File: src/rtl/riscv_core_pkg.sv
// Shared RV64I core definitions: datapath width, writeback result-source and load funct3 encodings.
package riscv_core_pkg;

  localparam int XLEN = 64;

  typedef enum logic [1:0] {
    RES_ALU  = 2'b00,
    RES_LOAD = 2'b01,
    RES_PC4  = 2'b10
  } result_src_e;

  typedef enum logic [2:0] {
    F3_LB  = 3'b000,
    F3_LH  = 3'b001,
    F3_LW  = 3'b010,
    F3_LD  = 3'b011,
    F3_LBU = 3'b100,
    F3_LHU = 3'b101,
    F3_LWU = 3'b110
  } load_f3_e;

  // True when the load size cannot be served at this byte offset, or funct3 is not a load.
  function automatic logic ld_fault(input logic [2:0] funct3, input logic [2:0] offset);
    case (funct3)
      F3_LB, F3_LBU: ld_fault = 1'b0;
      F3_LH, F3_LHU: ld_fault = offset[0];
      F3_LW, F3_LWU: ld_fault = |offset[1:0];
      F3_LD:         ld_fault = |offset;
      default:       ld_fault = 1'b1;
    endcase
  endfunction

endpackage

File: src/rtl/riscv_core_wb_ldext.sv
// Load-data extraction: picks the addressed bytes from an aligned doubleword and sign/zero extends them.
module riscv_core_wb_ldext
  import riscv_core_pkg::*;
(
  input  logic [XLEN-1:0] i_raw,
  input  logic [2:0]      i_offset,
  input  logic [2:0]      i_funct3,
  output logic [XLEN-1:0] o_data,
  output logic            o_fault
);

  logic [XLEN-1:0] w_shift;

  // Little-endian: the addressed byte lands in bits [7:0] after the shift.
  assign w_shift = i_raw >> {i_offset, 3'b000};

  always_comb begin
    o_data = w_shift;
    case (i_funct3)
      F3_LB:   o_data = {{(XLEN-8){w_shift[7]}},   w_shift[7:0]};
      F3_LH:   o_data = {{(XLEN-16){w_shift[15]}}, w_shift[15:0]};
      F3_LW:   o_data = {{(XLEN-32){w_shift[31]}}, w_shift[31:0]};
      F3_LBU:  o_data = {{(XLEN-8){1'b0}},         w_shift[7:0]};
      F3_LHU:  o_data = {{(XLEN-16){1'b0}},        w_shift[15:0]};
      F3_LWU:  o_data = {{(XLEN-32){1'b0}},        w_shift[31:0]};
      default: o_data = w_shift;
    endcase
  end

  assign o_fault = ld_fault(i_funct3, i_offset);

endmodule

File: src/rtl/riscv_core_wb.sv
// RV64I writeback stage: MEM/WB register, result select, load extraction and RF write port.
// Optional retire counter compiled in with RISCV_CORE_WB_RETIRE_CNT_EN.
module riscv_core_wb
  import riscv_core_pkg::*;
#(
  parameter int XLEN_P = XLEN
`ifdef RISCV_CORE_WB_RETIRE_CNT_EN
  ,
  parameter int CNT_W  = 64
`endif
) (
  input  logic              i_wb_clk,
  input  logic              i_wb_rst_n,
  input  logic              i_wb_valid,
  input  logic              i_wb_stall,
  input  logic              i_wb_flush,
  input  logic              i_wb_regwrite,
  input  logic [4:0]        i_wb_rd,
  input  logic [1:0]        i_wb_result_src,
  input  logic [2:0]        i_wb_funct3,
  input  logic [XLEN_P-1:0] i_wb_alu_result,
  input  logic [XLEN_P-1:0] i_wb_pc_plus4,
  input  logic [XLEN_P-1:0] i_wb_load_data,
  output logic              o_wb_we3,
  output logic [4:0]        o_wb_a3,
  output logic [XLEN_P-1:0] o_wb_wd3,
  output logic              o_wb_valid,
  output logic              o_wb_ld_fault
`ifdef RISCV_CORE_WB_RETIRE_CNT_EN
  ,
  output logic [CNT_W-1:0]  o_wb_retire_cnt
`endif
);

  logic [XLEN_P-1:0] w_ld_data;
  logic              w_ext_fault;
  logic              w_is_load;
  logic              w_fault;
  logic [XLEN_P-1:0] w_result;
  logic              w_capture;

  logic              r_we3;
  logic [4:0]        r_a3;
  logic [XLEN_P-1:0] r_wd3;
  logic              r_valid;
  logic              r_fault;

  riscv_core_wb_ldext u_ldext (
    .i_raw    (i_wb_load_data),
    .i_offset (i_wb_alu_result[2:0]),
    .i_funct3 (i_wb_funct3),
    .o_data   (w_ld_data),
    .o_fault  (w_ext_fault)
  );

  // funct3 is meaningless for non-loads, so the fault is gated by result source.
  assign w_is_load = (i_wb_result_src == RES_LOAD);
  assign w_fault   = w_is_load & w_ext_fault;
  assign w_capture = !i_wb_flush & !i_wb_stall;

  always_comb begin
    w_result = i_wb_alu_result;
    case (i_wb_result_src)
      RES_LOAD: w_result = w_ld_data;
      RES_PC4:  w_result = i_wb_pc_plus4;
      default:  w_result = i_wb_alu_result;
    endcase
  end

  always_ff @(posedge i_wb_clk or negedge i_wb_rst_n) begin
    if (!i_wb_rst_n) begin
      r_we3   <= 1'b0;
      r_a3    <= '0;
      r_wd3   <= '0;
      r_valid <= 1'b0;
      r_fault <= 1'b0;
    end else if (i_wb_flush) begin
      r_we3   <= 1'b0;
      r_valid <= 1'b0;
      r_fault <= 1'b0;
    end else if (!i_wb_stall) begin
      r_valid <= i_wb_valid;
      r_fault <= i_wb_valid & w_fault;
      r_we3   <= i_wb_valid & i_wb_regwrite & !w_fault & (i_wb_rd != 5'd0);
      // Bubbles leave a3/wd3 untouched; only we3 qualifies them.
      if (i_wb_valid) begin
        r_a3  <= i_wb_rd;
        r_wd3 <= w_result;
      end
    end
  end

`ifdef RISCV_CORE_WB_RETIRE_CNT_EN
  logic [CNT_W-1:0] r_retire_cnt;

  always_ff @(posedge i_wb_clk or negedge i_wb_rst_n) begin
    if (!i_wb_rst_n) begin
      r_retire_cnt <= '0;
    end else if (w_capture & i_wb_valid & !w_fault) begin
      r_retire_cnt <= r_retire_cnt + 1'b1;
    end
  end

  assign o_wb_retire_cnt = r_retire_cnt;
`else
  logic w_capture_unused;
  assign w_capture_unused = w_capture;
`endif

  assign o_wb_we3      = r_we3;
  assign o_wb_a3       = r_a3;
  assign o_wb_wd3      = r_wd3;
  assign o_wb_valid    = r_valid;
  assign o_wb_ld_fault = r_fault;

endmodule

File: config.mk
export PLATFORM = sky130hd
export DESIGN_NAME = riscv_core_wb
export DESIGN_NICKNAME = d
export VERILOG_FILES = /design/src/rtl/riscv_core_pkg.sv /design/src/rtl/riscv_core_wb_ldext.sv /design/src/rtl/riscv_core_wb.sv
export SDC_FILE = /design/constraint.sdc
export NUM_CORES = 1
export LEC_CHECK = 0
export CELL_PAD_IN_SITES_DETAIL_PLACEMENT = 2
export CELL_PAD_IN_SITES_GLOBAL_PLACEMENT = 2
export CORE_UTILIZATION = 24
export CTS_BUF_LIST = sky130_fd_sc_hd__clkbuf_8
export CTS_CLUSTER_SIZE = 10
export DETAILED_ROUTE_END_ITERATION = 8
export PLACE_DENSITY = 0.91
export SYNTH_ARGS = -nofsm -noshare
export SYNTH_HDL_FRONTEND = slang
export SYNTH_SLANG_ARGS = --single-unit
File: constraint.sdc
create_clock -name i_wb_clk -period 0.9 [get_ports i_wb_clk]
set_input_delay 0.27 -clock i_wb_clk [delete_from_list [all_inputs] [get_ports i_wb_clk]]
set_output_delay 0.27 -clock i_wb_clk [all_outputs]
set_load 0.01 [all_outputs]
==> results_dict.tcl <==
set metrics [dict create \
    postLayoutSetupSlackWorst_ns -1.12 \
    dieArea_um2 26600 \
    yosys.area.top_type "dfrtp_1" \
    maxCapViolCount 0 \
    path_class "in -> reg" \
    port_buffers 279 \
    place.gp.congestion 0.877 \
    start_util_pct 24.6 \
    rows 58 \
    wire_per_inst_um 33.9 \
    status "finished with violations" \
    synth_edf_count 0 \
    synth.yosys.seq_area_share_pct 28.9 \
    max_freq_mhz 496 \
    wl_um 52100 \
    worstSetupStartpoint "i_wb_alu_result[0]" \
    worstReg2RegStart "o_wb_wd3[39]" \
    hold_violations 0 \
    required_ns 1.25 \
    cts_made_buffers 9 \
    finalCriticalPeriod_ns 2.02 \
    syn-num-nets 904 \
    stdcell_count 1535 \
    die_w_um 163 \
    path_cells "buf_12 > buf_12 > buf_6 > buf_8 > buf_16 > mux2i_1 > buf_4 > nor3_1 > o22ai_1 > a31o_2 > a21oi_2" \
    clkTransAtPathRegs_ns 0.11 \
    coreArea_um2 25300 \
    cpLargestDelayFamily "buffers and inverters" \
    cp_common_cell "buf_12" \
    area_delta_synth_final_pct 105 \
    ys_async_sr_fraction_pct 100 \
    grt_max_degree 34 \
    first_iter_violations 769 \
    ys_ff_latch 72 \
    synth.most_common_cell "dfrtp_1" \
    tightest_slew_ns 0.641 \
    ios 280 \
    clock_sinks 72 \
    rsz0062_at_grt "yes" \
    grt_pass1_vias 9867 \
    ys.flop_type "dfrtp_1" \
    worst_path_max_delay_cell "nor3_1" \
    cts_max_path_buffers 2 \
    cts.root.buffer_cell "clkbuf_8" \
    final_antenna_net_count 0 \
    ys_warn_count 0 \
    power.density_nw_per_um2 1330 \
    setup_violations 143 \
    crit_path_max_incr_delay_ns 0.50 \
    synth_area_per_cell_um2 8.98 \
    clock_latency_ns 0.40 \
    worst-path-max-fanout 8 \
    synth_common_cells "72 x dfrtp_1, 65 x nand2_1, 55 x o21ai_0" \
    cp.arrival_ns 2.37 \
    p_leak_nw 5.34 \
    grt_overflow 0 \
    grt_pass1_wl_um 66500 \
    numPlacedInstances 1393 \
    place_hpwl_um 30500 \
    synth_top_cell_area_share_pct 28.9 \
    fin_crit_sh_pct 224 \
    drv_slew 0 \
    finalSetupTns_ns -86.83 \
    vias_per_cell 6.05 \
    vias 9285 \
    cts_htree_levels 3 \
    maxSlewHeadroom_pct 57.0 \
    vdd_drop_max_mv 0.749 \
    antenna_found_initial 8 \
    timing.critical_path.from_type "input pin" \
    fillers 2531 \
    violations "negative setup slack" \
    final_nets 1402 \
    synth_cell_types 54 \
    drc_errors 0 \
    synth_cells 694 \
    hp-class "in -> reg" \
    hold_start "i_wb_flush" \
    end_kind "register" \
    synth.area.top_cells "dfrtp_1 29%, mux4_2 7.6%, mux2_2 7.2%" \
    cts_tree "built" \
    crit_buf_inv 6 \
    fin_skew_ns 0 \
    drive_gt1_share_pct 49.9 \
    syn_area_um2 6230 \
    drtPass1Iterations 5 \
    die_y_um 163 \
    grt_usage_pct 34.2 \
]
[stage by stage]
step	area, um2	hold slack [ns]	worst slack, ns	power (mW)	util [%]
after global placement	10700	0.163	-1.60	11.1	42.1
after CTS	12000	0.0469	-0.990	15.1	47.2
final	12700	0.0208	-1.12	17.0	50.3
after detailed placement	10700	0.166	-1.85	11.5	42.1
after floorplan	6540	-0.0256	-0.963	7.16	-
after global routing	12700	0.0161	-1.14	17.4	50.3
[worst register-to-register path: cells and delay by family, from the launching register on]
family / cells / cell delay [ns]
and+or+nand+nor: 1 / 0.14
DFF: 1 / 0.44
AOI/OAI and AO/OA: 1 / 0.24
buffers and inverters: 2 / 0.27
[layout make-up]
class | instances | area (um2) | share of cell area, %
antenna | 8 | 20.0 | 0.157
tap | 330 | 413 | 3.24
multi-input combinational | 527 | 4880 | 38.3
inverter | 22 | 97.6 | 0.766
clock buffer | 9 | 124 | 0.972
timing repair buffer | 560 | 5320 | 41.7
clock inverter | 7 | 83.8 | 0.658
sequential | 72 | 1800 | 14.1
[logic make-up (layout without fill, tap and decap cells)]
| family | after synthesis | count (layout) | share of synthesized area (%) |
|---|---|---|---|
| fa+ha+maj | 2 | 2 | 0.402 |
| mux | 81 | 81 | 18.1 |
| simple gates | 149 | 150 | 11.2 |
| compound gates | 294 | 294 | 34.8 |
| buf+inv | 96 | 598 | 6.61 |
| flops | 72 | 72 | 28.9 |
| other cells | 0 | 8 | 0 |
[timing repair]
action,in CTS,in global routing
hold buffers,1,0
setup endpoints to repair,144,143
cloned,12,0
buffers inserted,63,50
endpoints found under the hold margin,32,0
pin swaps,51,43
gates resized for setup,536,100
[cell usage in the layout, fill, tap and decap left out, types with 9 or more instances in the layout]
cell and count:
a21oi_1 19, a21oi_2 19, a221o_1 11, a221oi_1 26
a221oi_2 15, a22oi_1 29, buf_12 25, buf_2 50
buf_4 224, buf_6 49, buf_8 9, clkbuf_8 9
clkdlybuf4s50_1 169, dfrtp_1 72, dlygate4sd2_1 19, inv_1 19
mux2_2 22, mux2_4 19, mux2i_4 9, mux4_2 21
nand2_1 50, nand2_2 12, nor2_1 50, o21ai_0 34
o21ai_1 10, o22ai_1 29
[per-layer routing]
layer / up-vias / track usage [%] / part of all wire (%)
met5: - / 0 / 0.025
met4: 2 / 19.5 / 8.1
met3: 242 / 7.90 / 7.1
met2: 609 / 61.8 / 49
met1: 4722 / 36.3 / 35
li1: 3710 / - / -
[power breakdown]
part	internal, mW	leakage, nW	switching (mW)
sequential	3.87	0.853	0.553
clock	1.34	0.103	1.80
combinational	4.88	4.39	4.54
total	10.1	5.34	6.90
[flip-flops by register name, summed over array words and instances (netlist names)]
signal / count
o_wb_wd3: 64
o_wb_a3: 5
o_wb_ld_fault: 1
o_wb_valid: 1
o_wb_we3: 1
[worst paths after layout]
path	end	slack, ns	depth (start not counted)
setup reg to reg	o_wb_wd3[39]	-0.32	4
max in group asynchronous	o_wb_wd3[26]	0.22	3
hold reg to reg	o_wb_we3	0.53	2
hold / removal	o_wb_valid	0.02	2
min in group asynchronous	o_wb_wd3[39]	0.27	2
setup / recovery	o_wb_wd3[50]	-1.12	11
Power figures use the tool's default switching activity.
